[config.mk]
export PLATFORM = sky130hd
export DESIGN_NAME = i2s_adc_receiver_flat
export DESIGN_NICKNAME = d
export VERILOG_FILES = /design/src/rtl/i2s_adc_receiver_if.sv /design/src/rtl/i2s_adc_receiver.sv /design/src/flat_wrapper.sv
export SDC_FILE = /design/constraint.sdc
export NUM_CORES = 1
export LEC_CHECK = 0
export BUFFER_PORTS_ARGS = -buffer_cell sky130_fd_sc_hd__buf_2
export CAP_MARGIN = 20
export CORE_MARGIN = 2
export CORE_UTILIZATION = 65
export DETAILED_ROUTE_END_ITERATION = 12
export HOLD_SLACK_MARGIN = 0.03
export PLACE_DENSITY = 0.84
export SLEW_MARGIN = 40
export SYNTH_ARGS = -nofsm -noshare
export SYNTH_HDL_FRONTEND = slang
export SYNTH_SLANG_ARGS = --single-unit
[constraint.sdc]
create_clock -name CLOCK_50 -period 5.2 [get_ports CLOCK_50]
set_input_delay 0.78 -clock CLOCK_50 [delete_from_list [all_inputs] [get_ports CLOCK_50]]
set_output_delay 0.78 -clock CLOCK_50 [all_outputs]
set_load 0.05 [all_outputs]
[src/rtl/i2s_adc_receiver_if.sv]
// Stereo sample output bus: one-deep ready/valid pair plus sticky overrun flag.
interface i2s_adc_receiver_if #(
  parameter int DATA_WIDTH = 16
);
  logic [DATA_WIDTH-1:0] left_data;
  logic [DATA_WIDTH-1:0] right_data;
  logic                  sample_valid;
  logic                  sample_ready;
  logic                  overrun;
  logic                  clear_overrun;

  modport master (
    output left_data, right_data, sample_valid, overrun,
    input  sample_ready, clear_overrun
  );

  modport slave (
    input  left_data, right_data, sample_valid, overrun,
    output sample_ready, clear_overrun
  );
endinterface

[src/rtl/i2s_adc_receiver.sv]
// I2S ADC deserialiser: oversamples BCLK/LRCK/DAT on CLOCK_50 and emits
// 16-bit left/right pairs through a one-deep ready/valid register.
module i2s_adc_receiver #(
  parameter int DATA_WIDTH  = 16,
  parameter int SYNC_STAGES = 2
) (
  input  logic              CLOCK_50,
  input  logic              RST,
  input  logic              AUD_BCLK,
  input  logic              AUD_ADCLRCK,
  input  logic              AUD_ADCDAT,
  i2s_adc_receiver_if.master bus
);
  localparam int CNT_W = $clog2(DATA_WIDTH + 1);

  typedef enum logic [1:0] {ST_ALIGN, ST_SHIFT, ST_WAIT} state_t;

  logic [SYNC_STAGES-1:0] bclk_sync, lrck_sync, dat_sync;
  logic                   bclk_p1;
  logic                   strobe, lrck_s, dat_s, lrck_chg;
  state_t                 state, state_n;
  logic [CNT_W-1:0]       count, count_n;
  logic                   chan, chan_n;
  logic                   lrck_last, lrck_last_n;
  logic [DATA_WIDTH-1:0]  left_sr, left_n, right_sr, right_n;
  logic                   pair_done, pair_done_n;
  logic                   load;

  function automatic logic [DATA_WIDTH-1:0] shift_in(input logic [DATA_WIDTH-1:0] w,
                                                     input logic d);
    return {w[DATA_WIDTH-2:0], d};
  endfunction

  // Short slot: the n captured bits sit in the LSBs; move them to the top, zero-fill below.
  function automatic logic [DATA_WIDTH-1:0] left_justify(input logic [DATA_WIDTH-1:0] w,
                                                         input logic [CNT_W-1:0] n);
    return w << (CNT_W'(DATA_WIDTH) - n);
  endfunction

  // Synchroniser chains share depth so LRCK/DAT stay aligned with the BCLK edge
  always_ff @(posedge CLOCK_50 or negedge RST) begin
    if (!RST) begin
      bclk_sync <= '0;
      lrck_sync <= '0;
      dat_sync  <= '0;
      bclk_p1   <= 1'b0;
    end else begin
      bclk_sync <= {bclk_sync[SYNC_STAGES-2:0], AUD_BCLK};
      lrck_sync <= {lrck_sync[SYNC_STAGES-2:0], AUD_ADCLRCK};
      dat_sync  <= {dat_sync[SYNC_STAGES-2:0], AUD_ADCDAT};
      bclk_p1   <= bclk_sync[SYNC_STAGES-1];
    end
  end

  assign strobe   = bclk_sync[SYNC_STAGES-1] & ~bclk_p1;
  assign lrck_s   = lrck_sync[SYNC_STAGES-1];
  assign dat_s    = dat_sync[SYNC_STAGES-1];
  assign lrck_chg = strobe & (lrck_s != lrck_last);

  always_ff @(posedge CLOCK_50 or negedge RST) begin
    if (!RST) begin
      state     <= ST_ALIGN;
      count     <= '0;
      chan      <= 1'b0;
      lrck_last <= 1'b0;
      left_sr   <= '0;
      right_sr  <= '0;
      pair_done <= 1'b0;
    end else begin
      state     <= state_n;
      count     <= count_n;
      chan      <= chan_n;
      lrck_last <= lrck_last_n;
      left_sr   <= left_n;
      right_sr  <= right_n;
      pair_done <= pair_done_n;
    end
  end

  always_comb begin
    state_n     = state;
    count_n     = count;
    chan_n      = chan;
    lrck_last_n = strobe ? lrck_s : lrck_last;
    left_n      = left_sr;
    right_n     = right_sr;
    pair_done_n = 1'b0;
    case (state)
      ST_ALIGN: begin
        if (lrck_chg && !lrck_s) begin
          state_n = ST_SHIFT;
          chan_n  = 1'b0;
          count_n = '0;
        end
      end
      ST_SHIFT: begin
        if (lrck_chg) begin
          // Word cut short: finish it now and use this strobe as the next delay slot
          if (chan) right_n = left_justify(right_sr, count);
          else      left_n  = left_justify(left_sr, count);
          pair_done_n = chan;
          chan_n      = lrck_s;
          count_n     = '0;
        end else if (strobe) begin
          if (chan) right_n = shift_in(right_sr, dat_s);
          else      left_n  = shift_in(left_sr, dat_s);
          count_n = count + 1'b1;
          if (count == CNT_W'(DATA_WIDTH - 1)) begin
            state_n     = ST_WAIT;
            pair_done_n = chan;
          end
        end
      end
      ST_WAIT: begin
        if (lrck_chg) begin
          state_n = ST_SHIFT;
          chan_n  = lrck_s;
          count_n = '0;
        end
      end
      default: state_n = ST_ALIGN;
    endcase
  end

  assign load = pair_done & (~bus.sample_valid | bus.sample_ready);

  // Output register: a pair arriving while the held one is unaccepted is dropped
  always_ff @(posedge CLOCK_50 or negedge RST) begin
    if (!RST) begin
      bus.left_data    <= '0;
      bus.right_data   <= '0;
      bus.sample_valid <= 1'b0;
      bus.overrun      <= 1'b0;
    end else begin
      if (load) begin
        bus.left_data    <= left_sr;
        bus.right_data   <= right_sr;
        bus.sample_valid <= 1'b1;
      end else if (bus.sample_ready) begin
        bus.sample_valid <= 1'b0;
      end
      if (pair_done && !load)     bus.overrun <= 1'b1;
      else if (bus.clear_overrun) bus.overrun <= 1'b0;
    end
  end
endmodule

[src/flat_wrapper.sv]
// flat-port wrapper written by rule: the top's interface ports become plain ports
module i2s_adc_receiver_flat 
#(
  parameter int DATA_WIDTH  = 16,
  parameter int SYNC_STAGES = 2
)
  (CLOCK_50, RST, AUD_BCLK, AUD_ADCLRCK, AUD_ADCDAT, bus_left_data, bus_right_data, bus_sample_valid, bus_overrun, bus_sample_ready, bus_clear_overrun);
  i2s_adc_receiver_if #(.DATA_WIDTH(DATA_WIDTH)) bus_i ();
  input  logic CLOCK_50;
  input  logic RST;
  input  logic AUD_BCLK;
  input  logic AUD_ADCLRCK;
  input  logic AUD_ADCDAT;
  output wire logic [$bits(bus_i.left_data)-1:0] bus_left_data;
  output wire logic [$bits(bus_i.right_data)-1:0] bus_right_data;
  output wire logic [$bits(bus_i.sample_valid)-1:0] bus_sample_valid;
  output wire logic [$bits(bus_i.overrun)-1:0] bus_overrun;
  input wire logic [$bits(bus_i.sample_ready)-1:0] bus_sample_ready;
  input wire logic [$bits(bus_i.clear_overrun)-1:0] bus_clear_overrun;
  assign bus_left_data = bus_i.left_data;
  assign bus_right_data = bus_i.right_data;
  assign bus_sample_valid = bus_i.sample_valid;
  assign bus_overrun = bus_i.overrun;
  assign bus_i.sample_ready = bus_sample_ready;
  assign bus_i.clear_overrun = bus_clear_overrun;
  i2s_adc_receiver #(.DATA_WIDTH(DATA_WIDTH), .SYNC_STAGES(SYNC_STAGES)) u_core (.CLOCK_50(CLOCK_50), .RST(RST), .AUD_BCLK(AUD_BCLK), .AUD_ADCLRCK(AUD_ADCLRCK), .AUD_ADCDAT(AUD_ADCDAT), .bus(bus_i));
endmodule
==> qor.yml, run 1 <==
drtAntennaViolNets: 0
power_density_nw_per_um2: 627
io_buffers: 40
gp_congestion: 0.961
clkPwrFrac_pct: 16.1
synth_cell_types: 60
ys_seq_area_share_pct: 43.8
die_width_um: 89.4
synth_edf_count: 0
ir_drop_mv: 0.323
clk_latency_ns: 0.36
grt_pass1_wl_mm: 17.6
syn_inst: 438
fp-row-count: 31
min_path_type: "in2async"
worstRegToRegCells: 9
vias: 3750
max_slew_margin_pct: 43.7
finalHoldViolCount: 0
final_area_um2: 5230
grt_pass1_vias: 3461
layout_common_cells: "83 x dfrtp_1, 44 x nand2_1, 44 x mux2_2, 42 x nor2_1, 39 x buf_2"
start_kind: "flip-flop"
cts_htree_levels: 3
power.total_mw: 3.28
die_area_um2: 8000
busiest_layer: "met2"
place_area_um2: 4970
drive_gt1_share_pct: 29.6
cts_num_sinks: 83
cp_max_fo: 41
worstSetupPathType: "reg2reg"
route.detailed.drc: 0
use_met1_pct: 41.1
synthesis.nets: 452
synth.avg_cell_area_um2: 10.8
ys_ff_latch: 83
core_area_um2: 7180
postCtsSetupRepairBufs: 0
power_switching_mw: 1.48
mostFrequentLayoutCell: "dfrtp_1"
endpoint_kind: "flip-flop"
synth-main-ff-cell: "dfrtp_1"
post_cts_resized: 0
antenna_found_initial: 0
switching_share_pct: 45.1
n_antenna_cell: 0
yosysWarnings: 0
combPwrFrac_pct: 50.5
finalCritPeriodShare_pct: 67.2
cts_tree: "done"
grt.total_usage_pct: 29.3
p_int_mw: 1.80
pin_count: 41
first_pass_iters: 6
area_growth_pct: 10.3
drv_slew: 0
viasPerCell: 6.63
power.share.sequential_pct: 33.4
initial_core_util_pct: 66.1
clock_skew_ns: 0.00548
setup_viol: 0
root_buffer: "clkbuf_8"
syn-cell-area_um2: 4740
finalNetCount: 479
ctsHoldBuffers: 0
clk_pin_slew_worst_paths_ns: 0.08
fmax_mhz: 286
numCtsBuffers: 9
fp.dieH_um: 89.4
grt.met2_usage_pct: 45.3
power_leakage_nw: 2.33
async_flop_share_pct: 100
grt_max_degree: 84
fin_tns_setup_ns: 0
rsz0062_at_grt: "false"
gr-usage-met3_pct: 4.25
status: "finished, final reports clean"
overflow: 0
worstReg2RegEnd: "u_core.left_sr[15]"
cp.required_ns: 5.43
dp_hpwl_mm: 7.15
cts_buffer_depth: 2
worst_slew_pin_slew_ns: 0.842
r2r-start: "u_core.count[0]"
drt-total-wl_mm: 10.8
num-fill-cells: 502
critPathArrivalTime_ns: 3.72
rrSetupSlack_ns: 1.70
period_minus_slack_ns: 3.50
first_iter_violations: 602
maxCapViolCount: 0
wl_per_cell_um: 19.1
-- cell families after synthesis --
| logic type | count (synthesis) | share of synthesized area [%] |
|---|---|---|
| AND/OR/NAND/NOR | 124 | 12.9 |
| AO/OA/AOI/OAI | 103 | 15.9 |
| flip-flops | 83 | 43.8 |
| multiplexers | 75 | 20.2 |
| buffers and inverters | 41 | 4.25 |
| adder cells (fa/ha/maj) | 7 | 1.85 |
| XOR/XNOR | 5 | 1.08 |
-- how the worst max path moves through the flow --
stage,startpoint,endpoint,slack [ns],depth (start not counted)
after floorplan,u_core.count[0],u_core.right_sr[9],2.71,10
after global placement,u_core.count[0],u_core.left_sr[15],1.97,9
after detailed placement,u_core.count[0],u_core.left_sr[15],1.81,9
after CTS,u_core.count[0],u_core.left_sr[15],1.81,9
after global routing,u_core.count[0],u_core.left_sr[15],1.50,9
final,u_core.count[0],u_core.left_sr[15],1.70,9
-- cell usage after synthesis, types with 2 or more instances --
master      n  area share (%)
a21oi_1    24             2.5
mux4_2     12             5.7
buf_2      11             1.2
buf_6       4            0.95
nor3_4      2            0.69
inv_1      11            0.87
nor4_4      2            0.90
a2bb2oi_1   2            0.37
nor2_1     43             3.4
o21ai_0    18             1.9
dfrtp_1    83              44
nor2b_1     4            0.53
o31a_1      2            0.37
or2_2       2            0.26
a221oi_1   22             4.1
a31oi_1     2            0.26
nor3_1      2            0.21
nand4_1     2            0.26
nand2b_1    2            0.26
a21oi_2     2            0.37
mux2i_1    18             3.8
clkbuf_1   12            0.95
mux2_2     44              10
nand2_1    44             3.5
ha_1        7             1.8
o311ai_0    3            0.55
a22oi_2     4             1.1
nand3_1    12             1.3
a21o_1      2            0.32
o211ai_1    8             1.3
xnor2_1     3            0.55
-- critical path, stage by stage (launching register included) --
cell	delay [ns]
dfrtp_1	0.32
buf_4	0.46
inv_2	0.19
ha_1	0.77
buf_4	0.40
mux2_2	0.37
a221oi_1	0.29
a21oi_1	0.08
a222oi_1	0.34
a21oi_1	0.12
-- state kept, by name, summed over array words and instances (netlist names), 2 cells and up --
register	count
u_core.bclk_sync	2
u_core.bus.left_data	16
u_core.bus.right_data	16
u_core.count	5
u_core.dat_sync	2
u_core.left_sr	16
u_core.lrck_sync	2
u_core.right_sr	16
u_core.state	2
-- routing by layer --
layer	wire (µm)	vias to the layer above	part of all wire, %
met5	0	-	0
met4	359	0	3.3
met3	930	39	8.6
met2	5020	216	47
met1	4480	1813	41
li1	-	1682	-
-- per-stage QoR --
stage	setup WS [ns]	std cells	util, %	hold slack, ns
floorplan	2.71	438	-	0.331
finish	1.70	566	72.9	0.292
CTS	1.81	565	72.4	0.353
detailed placement	1.81	552	69.3	0.335
global route	1.50	566	72.9	0.310
global placement	1.97	552	69.1	0.332
-- power by group through the flow --
stage	clock network (mW)	registers (mW)	logic, mW
3_3_place_gp	0	1.08	1.55
4_1_cts	0.536	1.08	1.62
5_1_grt	0.563	1.12	1.78
3_5_place_dp	0	1.10	1.60
6_report	0.527	1.09	1.66
2_1_floorplan	0	1.21	1.10
-- final cells by class --
| cell class | count | area, µm² | share of cell area (%) |
|---|---|---|---|
| multi-input cells | 314 | 2500 | 47.9 |
| clock inverters | 3 | 90.1 | 1.72 |
| well taps | 99 | 124 | 2.37 |
| repair buffers | 45 | 264 | 5.05 |
| flip-flops and latches | 83 | 2080 | 39.7 |
| clock buffers | 10 | 128 | 2.44 |
| inverters | 12 | 45.0 | 0.861 |
Note: power is estimated with default switching activity, not from simulation.
==> run 2, diff against run 1 <==
ABC_AREA = 1   (was default)
CORE_UTILIZATION = 60   (was 65)
PLACE_DENSITY = 0.78   (was 0.84)
clock period = 3.62 ns   (was 5.2 ns; I/O delays follow)
==> run 2 against run 1 <==
  * Cell count increased by 39%
  * Sequential share of layout area increased by 0.17 points
  * Total power increased by 53%
  * First-iteration DRC count decreased by 33%
  * Routed wire length increased by 6.2%
  * Global-route usage decreased by 1.3 points
  * Clock skew increased by 0.0028 ns
  * Die area increased by 9.2%
  * Highest routed layer unchanged
  * Core utilization decreased by 5.5 points
  * Critical path depth increased by 4
  * Clock power increased by 24%
  * Register-to-register slack got worse by 0.92 ns
==> qor.yml, run 2 <==
place_ws_ns: 0.854  # was 1.81 ns
cts_tree: "done"  # unchanged
cts_buffer_depth: 2  # unchanged
grt_pass1_wl_mm: 19.4  # was 17.6 mm
yosysWarnings: 0  # unchanged
fp-row-count: 32  # was 31
ir_drop_mv: 0.432  # was 0.323 mV
route.detailed.drc: 0  # unchanged
postCtsSetupRepairBufs: 0  # unchanged
numCtsBuffers: 9  # unchanged
synth_top_family_by_area: "simple AND/OR/NAND/NOR gates"  # was multiplexers
mostFrequentLayoutCell: "nand2_1"  # was dfrtp_1
maxCapViolCount: 0  # unchanged
synth_cell_types: 28  # was 60
cp_max_fo: 33  # was 41
fmax_mhz: 353  # was 286 MHz
grt_max_degree: 84  # unchanged
synth_xor_area_share_pct: 0.182  # was 1.08%
worst_slew_pin_slew_ns: 0.784  # was 0.842 ns
ys_ff_latch: 83  # unchanged
synth_edf_count: 0  # unchanged
ctsHoldBuffers: 0  # unchanged
worstSetupPathType: "reg2reg"  # unchanged
netlist_top_cells_count: "233 x nand2_1, 112 x nand3_1, 83 x dfrtp_1"  # was 83 x dfrtp_1, 44 x mux2_2, 44 x nand2_1
n_antenna_cell: 0  # unchanged
rsz0062_at_grt: "false"  # unchanged
netlist_top_cells_area: "dfrtp_1 43%, nand2_1 18%, nand3_1 12%, o21ai_0 4.5%, inv_1 4.3%"  # was dfrtp_1 44%, mux2_2 10%, mux4_2 5.7%, a221oi_1 4.1%, mux2i_1 3.8%
antenna_found_initial: 0  # unchanged
first_pass_iters: 5  # was 6
synthesis.nets: 674  # was 452
synth.mux.area_fraction_pct: 2.35  # was 20.2%
cp.required_ns: 3.92  # was 5.43 ns
max_slew_margin_pct: 47.4  # was 43.7%
area_growth_pct: 8.52  # was 10.3%
cp_cell_sequence: "buf_4 -> inv_2 -> ha_1 -> inv_1 -> nand2_1 -> nand2_1 -> buf_4 -> clkinv_1 -> nor2_1 -> nand2_1 -> nand3_1 -> nand2_1 -> inv_1"  # was buf_4 -> inv_2 -> ha_1 -> buf_4 -> mux2_2 -> a221oi_1 -> a21oi_1 -> a222oi_1 -> a21oi_1
cts_num_sinks: 83  # unchanged
yosys.area.top_type_share_pct: 43.3  # was 43.8%
root_buffer: "clkbuf_8"  # unchanged
cts_htree_levels: 3  # unchanged
crit_top_cell: "nand2_1"
post_cts_resized: 0  # unchanged
synth.avg_cell_area_um2: 7.27  # was 10.8 µm²
critPathMaxStageDelay_ns: 0.64  # was 0.77 ns
die_area_um2: 8730  # was 8000 µm²
viasPerCell: 5.60  # was 6.63
status: "finished, final reports clean"  # unchanged
first_iter_violations: 402  # was 602
async_flop_share_pct: 100  # unchanged
wl_per_cell_um: 14.5  # was 19.1 µm
synth-compound-area-share_pct: 11.2  # was 15.9%
drtAntennaViolNets: 0  # unchanged
clock_skew_ns: 0.00831  # was 0.00548 ns
period_minus_slack_ns: 2.83  # was 3.50 ns
pin_count: 41  # unchanged
drt-total-wl_mm: 11.5  # was 10.8 mm
yosysTopAreaCell: "dfrtp_1"  # unchanged
synthSimpleGateAreaFrac_pct: 33.2  # was 12.9%
start_kind: "flip-flop"  # unchanged
dp_hpwl_mm: 7.85  # was 7.15 mm
worst_path_max_delay_cell: "clkinv_1"  # was ha_1
die_width_um: 93.4  # was 89.4 µm
synthAdderAreaFrac_pct: 1.82  # was 1.85%
fin_tns_setup_ns: 0  # unchanged
vias: 4415  # was 3,750
grt_pass1_vias: 3939  # was 3,461
setup_slack_ns: 0.787  # was 1.70 ns
endpoint_kind: "flip-flop"  # unchanged
core_area_um2: 7730  # was 7180 µm²
finalCritPeriodShare_pct: 78.3  # was 67.2%
overflow: 0  # unchanged
gp_congestion: 0.907  # was 0.961
initial_core_util_pct: 62.1  # was 66.1%
finalHoldViolCount: 0  # unchanged
min_path_type: "in2async"  # unchanged
grt.total_usage_pct: 28.0  # was 29.3%
syn-cell-area_um2: 4800  # was 4740 µm²
crit_buf_inv: 6  # was 3
critPathArrivalTime_ns: 3.13  # was 3.72 ns
finalNetCount: 698  # was 479
ys_seq_area_share_pct: 43.3  # was 43.8%
syn_inst: 660  # was 438
crit_family: "buffers and inverters"  # unchanged
io_buffers: 40  # unchanged
clk_pin_slew_worst_paths_ns: 0.08  # about the same
drive_gt1_share_pct: 13.4  # was 29.6%
power_leakage_nw: 2.75  # was 2.33 nW
clk_latency_ns: 0.36  # about the same
drv_slew: 0  # unchanged
synth-main-ff-cell: "dfrtp_1"  # unchanged
fp.dieH_um: 93.4  # was 89.4 µm
setup_viol: 0  # unchanged
synth_most_common_cell: "nand2_1"  # was dfrtp_1
layout_common_cells: "232 x nand2_1, 112 x nand3_1, 83 x dfrtp_1, 54 x inv_1, 43 x o21ai_0"  # was 83 x dfrtp_1, 44 x nand2_1, 44 x mux2_2, 42 x nor2_1, 39 x buf_2
power_density_nw_per_um2: 966  # was 627 nW/µm²
==> run 2: cell count changes after synthesis, moves of 25 or more <==
cell / change
nand2_1: +189
o21ai_0: +25
nand3_1: +100
inv_1: +44
mux2_2: -34
nor2_1: -27
==> run 2: worst paths after layout <==
check,slack (ns),endpoint,from,cells after the start
worst max-delay path,0.79,u_core.right_sr[11],u_core.count[0],13
worst min-delay path,0.22,u_core.bus.right_data[13],RST,1
worst max register to register,0.79,u_core.right_sr[11],u_core.count[0],13
worst min register to register,0.35,u_core.dat_sync[1],u_core.dat_sync[0],0
max in group asynchronous,2.96,u_core.left_sr[8],RST,1
min in group CLOCK_50,0.29,u_core.lrck_sync[0],AUD_ADCLRCK,1
==> run 2: layout make-up <==
type / count / area, µm²
Timing Repair Buffer: 47 / 262
Multi-Input combinational cell: 484 / 2340
Fill cell: 684 / 2520
Sequential cell: 83 / 2080
Clock buffer: 11 / 141
Clock inverter: 3 / 40.0
Inverter: 59 / 223
Tap cell: 102 / 128
==> run 2: routing by layer <==
metal	track usage, %	vias to the layer above	wire length (µm)
met5	0	-	0
met4	8.09	0	171
met3	3.95	20	719
met2	40.5	140	5040
met1	43.6	2068	5520
li1	-	2187	-
==> run 2: stage by stage <==
stage / util, % / std cells / area (µm²) / hold WS [ns] / total power [mW]
final: 67.4 / 789 / 5210 / 0.216 / 5.03
after global placement: 64.9 / 775 / 5020 / 0.332 / 4.32
after detailed placement: 65.0 / 775 / 5020 / 0.336 / 4.35
after CTS: 67.4 / 789 / 5210 / 0.255 / 5.00
after global routing: 67.4 / 789 / 5210 / 0.272 / 5.48
after floorplan: - / 660 / 4800 / 0.247 / 3.73
==> run 2: report_power, final <==
group / total (mW) / internal, mW / switching, mW
combinational: 2.83 / 0.836 / 1.99
sequential: 1.55 / 1.24 / 0.311
clock: 0.651 / 0.328 / 0.322
total: 5.03 / 2.41 / 2.62
==> run 2: cell families (layout without fill, tap and decap cells) <==
| logic type | Yosys count | count (layout) |
|---|---|---|
| multiplexers | 10 | 10 |
| adder cells (fa/ha/maj) | 7 | 7 |
| XOR/XNOR | 1 | 1 |
| AND/OR/NAND/NOR | 374 | 374 |
| AO/OA/AOI/OAI | 92 | 92 |
| buffers and inverters | 93 | 120 |
| flip-flops | 83 | 83 |
